`config.mk`:
```
export PLATFORM = sky130hd
export DESIGN_NAME = i2s_rx_deserializer
export DESIGN_NICKNAME = d
export VERILOG_FILES = /design/src/rtl/i2s_rx_deserializer.sv
export SDC_FILE = /design/constraint.sdc
export NUM_CORES = 1
export LEC_CHECK = 0
export CORE_MARGIN = 2
export CORE_UTILIZATION = 40
export DETAILED_ROUTE_END_ITERATION = 12
export PLACE_DENSITY = 0.75
export RECOVER_POWER = 25
export SYNTH_ARGS = -nofsm -noshare
export SYNTH_HDL_FRONTEND = slang
export SYNTH_SLANG_ARGS = --single-unit
```
`constraint.sdc`:
```
create_clock -name clk_100 -period 1.75 [get_ports clk_100]
set_input_delay 0.175 -clock clk_100 [delete_from_list [all_inputs] [get_ports clk_100]]
set_output_delay 0.175 -clock clk_100 [all_outputs]
set_load 0.01 [all_outputs]
```
`src/rtl/i2s_rx_deserializer.sv`:
```
// i2s_rx_deserializer
// Deserializes an I2S ADC stream (bit clock, channel clock, serial data, all
// asynchronous to clk_100) into parallel left/right samples.
//
// Ports
//   clk_100       system clock
//   reset         synchronous, active-high; clears everything, state -> HUNT
//   i2s_bclk      asynchronous bit clock (64 bclk per frame)
//   i2s_lr        asynchronous channel clock, 0 = left, 1 = right
//   i2s_sdata     asynchronous serial data, MSB first
//   left_sample   last complete left word
//   right_sample  last complete right word
//   left_16       top 16 bits of left_sample
//   frame_valid   one-cycle pulse when a stereo pair is committed
//   short_err     one-cycle pulse when a slot ended with too few bits
//   locked        high once the first channel boundary has been seen
//
// state | meaning
// HUNT  | waiting for the first lr change; data ignored
// RECV  | aligned to slots; shifting bits and committing words on boundaries

module i2s_rx_deserializer #(
  parameter int SAMPLE_WIDTH = 24,
  parameter int SYNC_STAGES  = 2
) (
  input  logic                    clk_100,
  input  logic                    reset,
  input  logic                    i2s_bclk,
  input  logic                    i2s_lr,
  input  logic                    i2s_sdata,
  output logic [SAMPLE_WIDTH-1:0] left_sample,
  output logic [SAMPLE_WIDTH-1:0] right_sample,
  output logic [15:0]             left_16,
  output logic                    frame_valid,
  output logic                    short_err,
  output logic                    locked
);

  localparam int CW = $clog2(SAMPLE_WIDTH + 1);

  typedef enum logic {
    HUNT = 1'b0,
    RECV = 1'b1
  } state_e;

  logic [SYNC_STAGES-1:0] bclk_sync_q, lr_sync_q, sd_sync_q;
  logic                   bclk_dly_q;
  logic                   bclk_s, lr_s, sd_s, rise;

  state_e                 state_q, state_d;
  logic                   lr_last_q, lr_last_d;
  logic [CW-1:0]          bit_cnt_q, bit_cnt_d;
  logic [SAMPLE_WIDTH-1:0] shift_q, shift_d;
  logic [SAMPLE_WIDTH-1:0] left_q, left_d;
  logic [SAMPLE_WIDTH-1:0] right_q, right_d;
  logic                   left_ok_q, left_ok_d;
  logic                   frame_valid_q, frame_valid_d;
  logic                   short_err_q, short_err_d;
  logic                   locked_q, locked_d;

  // All three inputs share the same depth so lr_s/sd_s are coherent with the
  // bclk edge seen at the end of the pipeline.
  always_ff @(posedge clk_100) begin
    if (reset) begin
      bclk_sync_q <= '0;
      lr_sync_q   <= '0;
      sd_sync_q   <= '0;
      bclk_dly_q  <= 1'b0;
    end else begin
      bclk_sync_q <= {bclk_sync_q[SYNC_STAGES-2:0], i2s_bclk};
      lr_sync_q   <= {lr_sync_q[SYNC_STAGES-2:0], i2s_lr};
      sd_sync_q   <= {sd_sync_q[SYNC_STAGES-2:0], i2s_sdata};
      bclk_dly_q  <= bclk_s;
    end
  end

  assign bclk_s = bclk_sync_q[SYNC_STAGES-1];
  assign lr_s   = lr_sync_q[SYNC_STAGES-1];
  assign sd_s   = sd_sync_q[SYNC_STAGES-1];
  assign rise   = bclk_s & ~bclk_dly_q;

  always_ff @(posedge clk_100) begin
    if (reset) begin
      state_q       <= HUNT;
      lr_last_q     <= 1'b0;
      bit_cnt_q     <= '0;
      shift_q       <= '0;
      left_q        <= '0;
      right_q       <= '0;
      left_ok_q     <= 1'b0;
      frame_valid_q <= 1'b0;
      short_err_q   <= 1'b0;
      locked_q      <= 1'b0;
    end else begin
      state_q       <= state_d;
      lr_last_q     <= lr_last_d;
      bit_cnt_q     <= bit_cnt_d;
      shift_q       <= shift_d;
      left_q        <= left_d;
      right_q       <= right_d;
      left_ok_q     <= left_ok_d;
      frame_valid_q <= frame_valid_d;
      short_err_q   <= short_err_d;
      locked_q      <= locked_d;
    end
  end

  always_comb begin
    state_d       = state_q;
    lr_last_d     = lr_last_q;
    bit_cnt_d     = bit_cnt_q;
    shift_d       = shift_q;
    left_d        = left_q;
    right_d       = right_q;
    left_ok_d     = left_ok_q;
    locked_d      = locked_q;
    frame_valid_d = 1'b0;
    short_err_d   = 1'b0;

    if (rise) begin
      lr_last_d = lr_s;
      case (state_q)
        HUNT: begin
          if (lr_s != lr_last_q) begin
            state_d   = RECV;
            locked_d  = 1'b1;
            bit_cnt_d = '0;
            shift_d   = '0;
          end
        end
        RECV: begin
          if (lr_s != lr_last_q) begin
            // Boundary rise is the one-bit-delay slot: commit the slot that
            // just ended (channel = lr_last_q) and drop this rise's data.
            bit_cnt_d = '0;
            shift_d   = '0;
            if (bit_cnt_q == CW'(SAMPLE_WIDTH)) begin
              if (!lr_last_q) begin
                left_d    = shift_q;
                left_ok_d = 1'b1;
              end else begin
                right_d       = shift_q;
                frame_valid_d = left_ok_q;
                left_ok_d     = 1'b0;
              end
            end else begin
              short_err_d = 1'b1;
              left_ok_d   = 1'b0;
            end
          end else if (bit_cnt_q < CW'(SAMPLE_WIDTH)) begin
            shift_d   = {shift_q[SAMPLE_WIDTH-2:0], sd_s};
            bit_cnt_d = bit_cnt_q + CW'(1);
          end
        end
        default: state_d = HUNT;
      endcase
    end
  end

  assign left_sample  = left_q;
  assign right_sample = right_q;
  assign left_16      = left_q[SAMPLE_WIDTH-1 -: 16];
  assign frame_valid  = frame_valid_q;
  assign short_err    = short_err_q;
  assign locked       = locked_q;

endmodule

```
==> results of run 1 <==
area by class of cell:
| class | instances | area [um^2] | area share [%] |
|---|---|---|---|
| tap | 105 | 131 | 2.90 |
| sequential | 90 | 1800 | 39.9 |
| timing repair buffer | 96 | 948 | 21.0 |
| multi-input combinational | 269 | 1380 | 30.5 |
| inverter | 4 | 17.5 | 0.387 |
| clock inverter | 4 | 98.8 | 2.18 |
| clock buffer | 12 | 145 | 3.21 |
critical path, cell delays in order, from the launching register on:
cell and delay (ns):
dfxtp_2 0.34, inv_4 0.07, ha_4 0.12, nand4b_1 0.15, buf_4 0.20, nor4b_4 0.27
buf_6 0.17, buf_6 0.11, nand2_1 0.05, a21oi_1 0.15
cells by family after synthesis:
family                     Yosys count  synth area share, %
AOI/OAI and AO/OA                   85                 13.4
xor gates and xnor gates             2                0.745
adders and majority gates            2                0.745
buffers and inverters               49                 7.71
DFF                                 90                 53.7
and+or+nand+nor                    180                 23.8
registers in the layout, indices dropped and copies added, names as in the netlist:
register      flops
left_sample      24
lr_sync_q         2
right_sample     24
sd_sync_q         2
lr_last_q         1
short_err         1
bclk_dly_q        1
left_ok_q         1
bit_cnt_q         5
state_q           1
bclk_sync_q       2
locked            1
shift_q          24
frame_valid       1
metal layers:
layer,routed length [um],share of wire (%),track usage [%],up-vias
li1,-,-,-,1463
met1,3380,44,20.9,1322
met5,0,0,0,-
met4,117,1.5,6.43,0
met2,3670,48,27.9,89
met3,478,6.3,4.74,10
metrics by stage:
step / setup TNS [ns] / hold WS [ns] / utilization, % / instance area [um^2]
after detailed placement: -0.0530 / 0.425 / 50.7 / 4150
after global placement: 0 / 0.423 / 50.7 / 4150
final: 0 / 0.254 / 55.4 / 4530
after floorplan: 0 / 0.303 / - / 3360
after CTS: 0 / 0.240 / 53.8 / 4400
after global routing: -0.914 / 0.281 / 55.4 / 4530
power by group through the flow:
stage / Sequential, W / Clock (W) / Combinational, W
4_1_cts: 0.00206 / 0.00173 / 0.0000810
3_5_place_dp: 0.00211 / 0 / 0.0000809
2_1_floorplan: 0.00211 / 0 / 0.0000505
5_1_grt: 0.00206 / 0.00180 / 0.0000911
6_report: 0.00206 / 0.00169 / 0.0000829
3_3_place_gp: 0.00211 / 0 / 0.0000797
timing repair:
item,4_1_cts,5_1_grt
endpoints found under the setup margin,17,50
pin swaps,0,22
setup buffers,0,3
gates cloned,0,2
gates resized for setup,2,29
placed cells by master, fill, tap and decap left out, drive strengths merged:
cell,instances
a2111oi,1
a211o,1
a21oi,77
a22o,1
a22oi,1
a31o,1
a41oi,1
and2,1
and3b,1
buf,26
bufinv,3
clkbuf,12
clkdlybuf4s50,70
clkinv,1
dfxtp,90
ha,2
inv,4
nand2,125
nand2b,1
nand3,25
nand3b,1
nand4,1
nand4b,1
nor2,5
nor2b,8
nor3,5
nor3b,1
nor4,1
nor4b,2
o21ai,1
o31ai,1
or4,1
or4b,1
xnor2,1
xor2,1
path summary, 6_finish.rpt:
path              cells past startpoint              end  slack, ns
setup / recovery                      9  right_sample[9]       0.03
setup reg to reg                      9  right_sample[9]       0.03
hold reg to reg                       1   bclk_sync_q[1]       0.44
hold / removal                        2           locked       0.25
==> flow_summary.rst, run 1 <==
.. list-table::
   :header-rows: 1

   * - Metric
     - Value
   * - Final Skew
     - 0.00621 ns
   * - Endpoint type of the worst setup path
     - flop
   * - Row cnt
     - 33
   * - Height of the chip
     - 95.6 um
   * - Count of warnings emitted by yosys
     - 0
   * - Antenna viol nets, final
     - 0
   * - Required arrival time at the worst endpoint
     - 2.03 ns
   * - Synthesized area divided by synthesized cell count
     - 8.23 um^2
   * - Pins Over Slew Limit
     - 0
   * - Number of violations of the max-capacitance limit
     - 0
   * - Part of the Yosys area used for sequential elements
     - 53.7%
   * - Via count of the first global-routing pass
     - 2,665
   * - Peak clock frequency supported by timing
     - 583 MHz
   * - Seq cells post-synth
     - 90
   * - First-pass iteration count of the detailed router
     - 4
   * - Starting density of the core
     - 41.1%
   * - Growth of design area from synthesis to finish
     - 34.8%
   * - Critical Path Start Type
     - flop
   * - Number of top-level pins
     - 72
   * - Number of cells in the design after placement
     - 559
   * - Maximum buffer depth of the clock tree
     - 2
   * - VDD IR-drop max
     - 0.469 mV
   * - Final weighted congestion of routability-driven global placement
     - 0.904
   * - Most common flop cell mapped by yosys
     - dfxtp_1
   * - Sequential group share of total power
     - 53.8%
   * - Post-Place Setup Slack
     - -0.0217 ns
   * - Max-Slew Margin vs Limit
     - 66.3%
   * - Result of the run
     - finished, final reports clean
   * - Initial drt markers
     - 145
   * - Worst r2r src
     - bit_cnt_q[0]
   * - Final-stage net count
     - 477
   * - Worst Hold Launch
     - reset
   * - Post-Syn Nets
     - 415
   * - P_leak
     - 1.48 nW
   * - Hold violation count in the final report
     - 0
   * - Total power density per cell area
     - 845 nW/um^2
   * - Internal power summed over all cells
     - 0.00307 W
   * - Synth unique cells
     - 34
   * - Worst Path Class, Setup
     - flop to flop
   * - Die Area
     - 9140 um^2
   * - Total of buffers placed on input and output ports
     - 71
   * - Clock sink total
     - 90
   * - Number of enable-type register cells in the synthesized netlist
     - 0
   * - Library cell with the highest instance count after synthesis
     - nand2_1
   * - Gate power share
     - 2.2%
   * - Non-filler instance count after layout
     - 580
   * - Clock period minus final worst setup slack
     - 1.72 ns
   * - Number of diodes added for antenna fixing
     - 0
   * - Clock latency reported for the late side of the worst-skew pair
     - 0.36 ns
   * - Post-cts hold buffer count
     - 0
   * - Period Utilization, post-route
     - 98.1%
   * - Post-synthesis async set-or-reset flop share
     - 0%
   * - Clock tree from TritonCTS
     - yes
   * - Sw Ratio
     - 19.7%
   * - Largest net degree at the start of global routing
     - 39
   * - Per-cell routed wire length
     - 13.2 um
   * - Cell count after synthesis
     - 408
   * - Clk slew on worst S/H paths
     - 0.08 ns
   * - Standard cell core area
     - 8180 um^2
   * - Total via count after detailed routing
     - 2,884
   * - Least setup slack across all paths after layout
     - 0.0339 ns
   * - Netlist area before placement
     - 3360 um^2
   * - Total of endpoints with negative setup slack in the final report
     - 0
   * - RSZ-0062 raised after global routing
     - yes
   * - Share of Yosys cell area claimed by the top area cell type
     - 53.7%
   * - Crit path from
     - bit_cnt_q[0]
   * - Root buf cell
     - clkbuf_8
   * - Arrival time worst endpoint
     - 2.00 ns
   * - Synth top area cells
     - dfxtp_1 54%, nand2_1 14%, a21oi_1 11%, nand3_1 3.7%, buf_4 3.6%
   * - Net load switching power
     - 0.000753 W
   * - Global-route total usage across every layer
     - 16.9%
   * - Maximum fanout count along the critical path
     - 5
   * - Routed wire length
     - 7.64 mm
   * - Share of layout cells above drive strength 1
     - 13.7%
   * - Hold Crit Class
     - primary input to flop
   * - Cell taking the most area after synthesis
     - dfxtp_1
   * - Via count normalized by instance count
     - 4.97
   * - Commonest cells in the netlist
     - 125 x nand2_1, 90 x dfxtp_1, 77 x a21oi_1
   * - Global-route wire length before repair
     - 12.1 mm
   * - Detailed-placement wirelength estimate
     - 5.03 mm
   * - Number of buffers created by CTS
     - 9
   * - Clk network pwr share
     - 44.1%
   * - # H-tree levels
     - 3
   * - Final global-route overflow total
     - 0
   * - Drc violations
     - 0
   * - Total Power
     - 0.00383 W
   * - Fillcell total
     - 762
   * - Number of antenna violations at the first check in global routing
     - 0
   * - Slew at the pin with the worst max-slew slack
     - 0.499 ns
   * - Overall die width
     - 95.6 um
No activity file was read; power rests on OpenSTA's default activity.
==> run 2, diff against run 1 <==
CTS_BUF_LIST = sky130_fd_sc_hd__clkbuf_4 sky130_fd_sc_hd__clkbuf_8   (was unset)
==> run 2 against run 1 <==
  * Worst hold slack worse by 0.0048 ns
  * Die area did not move
  * Non-clock buffer count unchanged
  * Fmax about the same
  * Highest routed layer unchanged
  * Routed wire length up 0.41%
==> flow_summary.rst, run 2 (same netlist as run 1, synthesis figures left out) <==
.. list-table::
   :header-rows: 1

   * - Metric
     - Value
   * - Result of the run
     - finished, final reports clean
   * - Starting density of the core
     - 41.1%
   * - Via count of the first global-routing pass
     - 2,665
   * - Worst r2r src
     - bit_cnt_q[0]
   * - Growth of design area from synthesis to finish
     - 35.3%
   * - Number of antenna violations at the first check in global routing
     - 0
   * - P_leak
     - 1.49 nW
   * - Number of top-level pins
     - 72
   * - # H-tree levels
     - 3
   * - Path depth of the worst reg2reg path
     - 9
   * - Slew at the pin with the worst max-slew slack
     - 0.497 ns
   * - Final standard cell utilization of the core
     - 55.6%
   * - Sw Ratio
     - 19.7%
   * - Total of endpoints with negative setup slack in the final report
     - 0
   * - Commonest non-fill, non-tap cell in the layout
     - nand2_1
   * - Hold violation count in the final report
     - 0
   * - Total of buffers placed on input and output ports
     - 71
   * - Post-cts hold buffer count
     - 0
   * - Detailed-placement wirelength estimate
     - 5.03 mm
   * - Critical Path Start Type
     - flop
   * - VDD IR-drop max
     - 0.473 mV
   * - Sequential group share of total power
     - 53.2%
   * - Share of layout cells above drive strength 1
     - 14.7%
   * - Clk network pwr share
     - 44.7%
   * - Final global-route overflow total
     - 0
   * - Antenna viol nets, final
     - 0
   * - Most frequent cells in the layout
     - 121 x nand2_1, 88 x dfxtp_1, 70 x clkdlybuf4s50_1
   * - Final-stage net count
     - 477
   * - Arrival time worst endpoint
     - 2.00 ns
   * - Die Area
     - 9140 um^2
   * - Row cnt
     - 33
   * - Endpoint type of the worst setup path
     - flop
   * - Maximum buffer depth of the clock tree
     - 2
   * - Clock tree from TritonCTS
     - yes
   * - Hold path depth
     - 2
   * - Worst min-delay path endpoint
     - locked
   * - Total Power
     - 0.00387 W
   * - Total via count after detailed routing
     - 2,896
   * - Largest net degree at the start of global routing
     - 39
   * - Clock latency reported for the late side of the worst-skew pair
     - 0.36 ns
   * - Maximum fanout count along the critical path
     - 5
   * - Net load switching power
     - 0.000763 W
   * - Standard cell core area
     - 8180 um^2
   * - Initial drt markers
     - 137
   * - Final weighted congestion of routability-driven global placement
     - 0.904
   * - Clk slew on worst S/H paths
     - 0.08 ns
   * - Gate power share
     - 2.2%
   * - Total power density per cell area
     - 851 nW/um^2
   * - Clock sink total
     - 90
   * - Hold Crit Class
     - primary input to flop
   * - Via count normalized by instance count
     - 4.99
   * - Per-cell routed wire length
     - 13.2 um
   * - RSZ-0062 raised after global routing
     - yes
   * - Pins Over Slew Limit
     - 0
   * - Number of diodes added for antenna fixing
     - 0
   * - Drc violations
     - 0
   * - Worst Hold Launch
     - reset
   * - Period Utilization, post-route
     - 98.1%
   * - Clock period minus final worst setup slack
     - 1.72 ns
   * - Number of violations of the max-capacitance limit
     - 0
   * - Routed wire length
     - 7.67 mm
   * - Required arrival time at the worst endpoint
     - 2.04 ns
   * - Global-route wire length before repair
     - 12.1 mm
   * - Root buf cell
     - clkbuf_8
   * - Fillcell total
     - 754
   * - Final Skew
     - 0.00615 ns
   * - Internal power summed over all cells
     - 0.00311 W
   * - Number of buffers created by CTS
     - 9
   * - Peak clock frequency supported by timing
     - 583 MHz
   * - Overall die width
     - 95.6 um
   * - First-pass iteration count of the detailed router
     - 5
   * - Max-Slew Margin vs Limit
     - 66.4%
   * - Reg2reg setup slack
     - 0.03 ns
   * - Global-route total usage across every layer
     - 16.9%
   * - Height of the chip
     - 95.6 um
   * - Endpoint of the worst-slack reg-to-reg timing path
     - right_sample[5]
   * - Worst Path Class, Setup
     - flop to flop
==> run 2: cell counts in the layout (fill, tap and decap cells not counted) <==
No cell type changed its count.
==> run 2: how the worst max path moves through the flow <==
stage / slack (ns) / end / from / cells after the start
6_report: 0.03 / right_sample[5] / bit_cnt_q[0] / 9
5_1_grt: -0.08 / right_sample[9] / bit_cnt_q[1] / 9
4_1_cts: 0.01 / right_sample[1] / bit_cnt_q[0] / 7
3_5_place_dp: -0.02 / right_sample[1] / bit_cnt_q[0] / 7
3_3_place_gp: 0.11 / right_sample[3] / bit_cnt_q[0] / 7
2_1_floorplan: 0.01 / right_sample[7] / bit_cnt_q[0] / 8
==> run 2: layer usage <==
layer  up-vias  global-route usage, %  wire length (um)  share of wire, %
met2        87                   27.9              3730                49
met4         0                   6.43               114               1.5
met1      1342                   20.9              3410                44
li1       1458                      -                 -                 -
met5         -                      0                 0                 0
met3         9                   4.74               421               5.5
==> run 2: repair_timing <==
item | 4_1_cts | 5_1_grt
buffers inserted | 0 | 3
setup endpoints to repair | 16 | 50
pin swaps | 0 | 22
gates cloned | 0 | 2
gates resized for setup | 2 | 32
==> run 2: final cells by class <==
type,count,area (um^2),area share (%)
Sequential cell,90,1800,39.7
Multi-Input combinational cell,269,1390,30.6
Timing Repair Buffer,96,948,20.9
Clock buffer,12,153,3.36
Tap cell,105,131,2.89
Clock inverter,4,98.8,2.18
Inverter,4,17.5,0.385
==> run 2: power by group through the flow <==
stage	combinational (W)	clock [W]	sequential (W)
floorplan	0.0000505	0	0.00211
global placement	0.0000797	0	0.00211
detailed placement	0.0000809	0	0.00211
CTS	0.0000809	0.00176	0.00206
global route	0.0000916	0.00183	0.00206
finish	0.0000832	0.00173	0.00206
==> run 2: metrics by stage <==
| step | area [um^2] | std cells | setup slack, ns | setup TNS [ns] | hold slack, ns |
|---|---|---|---|---|---|
| finish | 4540 | 580 | 0.0334 | 0 | 0.249 |
| global route | 4540 | 580 | -0.0804 | -0.948 | 0.282 |
| CTS | 4410 | 575 | 0.00986 | 0 | 0.240 |
| detailed placement | 4150 | 559 | -0.0217 | -0.0530 | 0.425 |
| global placement | 4150 | 559 | 0.106 | 0 | 0.423 |
| floorplan | 3360 | 408 | 0.0142 | 0 | 0.303 |
==> run 2: critical path: stages, from the launching register on <==
cell	delay [ns]
dfxtp_2	0.34
inv_4	0.07
ha_4	0.12
nand4b_1	0.15
buf_4	0.20
nor4b_4	0.27
buf_6	0.17
buf_6	0.11
nand2_1	0.05
a21oi_1	0.15
==> run 3, diff against run 2 <==
GPL_ROUTABILITY_DRIVEN = 0   (was unset)
SKIP_CTS_REPAIR_TIMING = 1   (was unset)
==> run 3 against run 2 <==
  * Sequential power about the same
  * Fmax increased by 0.93%
  * Highest routed layer unchanged
  * Non-clock buffer count unchanged
  * Critical endpoint is now right_sample[9]
==> flow_summary.rst, run 3 (same netlist as run 1, synthesis figures left out) <==
.. list-table::
   :header-rows: 1

   * - Metric
     - Value
   * - Required arrival time at the worst endpoint
     - 2.03 ns
   * - Most frequent cells in the layout
     - 122 x nand2_1, 88 x dfxtp_1, 64 x a21oi_1
   * - Share of layout cells above drive strength 1
     - 14.5%
   * - Total of endpoints with negative setup slack in the final report
     - 0
   * - Setup TNS
     - 0 ns
   * - Per-cell routed wire length
     - 13.3 um
   * - Least setup slack across all paths after layout
     - 0.0493 ns
   * - Total via count after detailed routing
     - 2,909
   * - GR peak layer
     - met2
   * - Met2 capacity usage during global routing
     - 27.7%
   * - Clock latency reported for the late side of the worst-skew pair
     - 0.36 ns
   * - Worst Path Class, Setup
     - flop to flop
   * - Worst r2r src
     - bit_cnt_q[0]
   * - VDD IR-drop max
     - 0.469 mV
   * - Number of antenna violations at the first check in global routing
     - 0
   * - Detailed-placement wirelength estimate
     - 5.03 mm
   * - Largest net degree at the start of global routing
     - 39
   * - Row cnt
     - 33
   * - Maximum fanout count along the critical path
     - 5
   * - Arrival time worst endpoint
     - 1.98 ns
   * - Result of the run
     - finished, final reports clean
   * - Number of buffers created by CTS
     - 9
   * - Via count normalized by instance count
     - 5.02
   * - # H-tree levels
     - 3
   * - Slew at the pin with the worst max-slew slack
     - 0.499 ns
   * - Global-route total usage across every layer
     - 16.9%
   * - Overall die width
     - 95.6 um
   * - Pins Over Slew Limit
     - 0
   * - Standard cell core area
     - 8180 um^2
   * - Height of the chip
     - 95.6 um
   * - Via count of the first global-routing pass
     - 2,657
   * - RSZ-0062 raised after global routing
     - yes
   * - Total power density per cell area
     - 850 nW/um^2
   * - Met1 track utilization from global routing
     - 21.0%
   * - Starting density of the core
     - 41.1%
   * - Drc violations
     - 0
   * - Root buf cell
     - clkbuf_8
   * - Max-Slew Margin vs Limit
     - 66.3%
   * - Worst Hold Launch
     - reset
   * - Clock tree from TritonCTS
     - yes
   * - Final-stage net count
     - 477
   * - Initial drt markers
     - 149
   * - Placed Instance Area
     - 4150 um^2
   * - Hold violation count in the final report
     - 0
   * - Cell occurring most often along the worst timing path
     - buf_6
   * - Clock period minus final worst setup slack
     - 1.70 ns
   * - Number of top-level pins
     - 72
   * - Slowest cell on crit path
     - dfxtp_2
   * - Post-Place Setup Slack
     - -0.0217 ns
   * - Critical Path Start Type
     - flop
   * - First-pass iteration count of the detailed router
     - 4
   * - CP Cell Sequence
     - inv_4 > ha_4 > nand4b_1 > buf_4 > nor4b_4 > buf_6 > buf_6 > nand2_1 > a21oi_1
   * - Clk slew on worst S/H paths
     - 0.08 ns
   * - Peak clock frequency supported by timing
     - 588 MHz
   * - Die Area
     - 9140 um^2
   * - Endpoint type of the worst setup path
     - flop
   * - Final Skew
     - 0.00627 ns
   * - P_leak
     - 1.56 nW
   * - Worst stage delay on the critical path
     - 0.34 ns
   * - Number of violations of the max-capacitance limit
     - 0
   * - Commonest non-fill, non-tap cell in the layout
     - nand2_1
   * - Final global-route overflow total
     - 0
   * - Period Utilization, post-route
     - 97.2%
   * - Number of diodes added for antenna fixing
     - 0
   * - Crit path from
     - bit_cnt_q[0]
   * - Hold Crit Class
     - primary input to flop
   * - Maximum buffer depth of the clock tree
     - 2
   * - Final standard cell utilization of the core
     - 55.5%
   * - Total of buffers placed on input and output ports
     - 71
   * - Growth of design area from synthesis to finish
     - 35.1%
   * - Routed wire length
     - 7.72 mm
   * - Met3 global-route usage
     - 4.74%
   * - Clock sink total
     - 90
   * - Global-route wire length before repair
     - 12.0 mm
   * - Fillcell total
     - 753
   * - Final cell area excluding filler cells
     - 4540 um^2
   * - Antenna viol nets, final
     - 0
==> run 3: power by group <==
group          total [W]  internal [W]  switching, W
Sequential       0.00206       0.00205    0.00000410
Combinational  0.0000832     0.0000283     0.0000549
Clock            0.00172       0.00102      0.000693
==> run 3: worst paths after layout <==
kind                            depth (start not counted)  slack (ns)         endpoint
worst min-delay path                                    2        0.26           locked
worst max-delay path                                    9        0.05  right_sample[9]
worst max register to register                          9        0.05  right_sample[9]
worst min register to register                          1        0.44   bclk_sync_q[1]
==> run 3: final cells by class <==
class / count / area, um^2 / area share, %
Timing Repair Buffer: 96 / 948 / 20.9
Tap cell: 105 / 131 / 2.89
Inverter: 4 / 17.5 / 0.386
Clock buffer: 12 / 153 / 3.36
Multi-Input combinational cell: 269 / 1390 / 30.5
Clock inverter: 4 / 98.8 / 2.18
Sequential cell: 90 / 1800 / 39.8
==> run 3: metrics by stage <==
| step | total power, W | std cells | hold WS [ns] |
|---|---|---|---|
| detailed placement | 0.00219 | 559 | 0.425 |
| floorplan | 0.00216 | 408 | 0.303 |
| finish | 0.00386 | 580 | 0.258 |
| global route | 0.00398 | 580 | 0.282 |
| CTS | 0.00390 | 575 | 0.240 |
| global placement | 0.00219 | 559 | 0.423 |
==> run 3: metal layers <==
| metal | part of all wire [%] | vias up |
|---|---|---|
| met3 | 5.9 | 15 |
| met1 | 43 | 1338 |
| met2 | 49 | 99 |
| met4 | 1.9 | 0 |
| li1 | - | 1457 |
| met5 | 0 | - |
==> run 3: worst max-delay path, delay by kind of cell (launching register included) <==
family	cells	cell delay (ns)
buf+inv	4	0.55
simple gates	3	0.46
compound gates	1	0.15
flops	1	0.34
fa+ha+maj	1	0.12
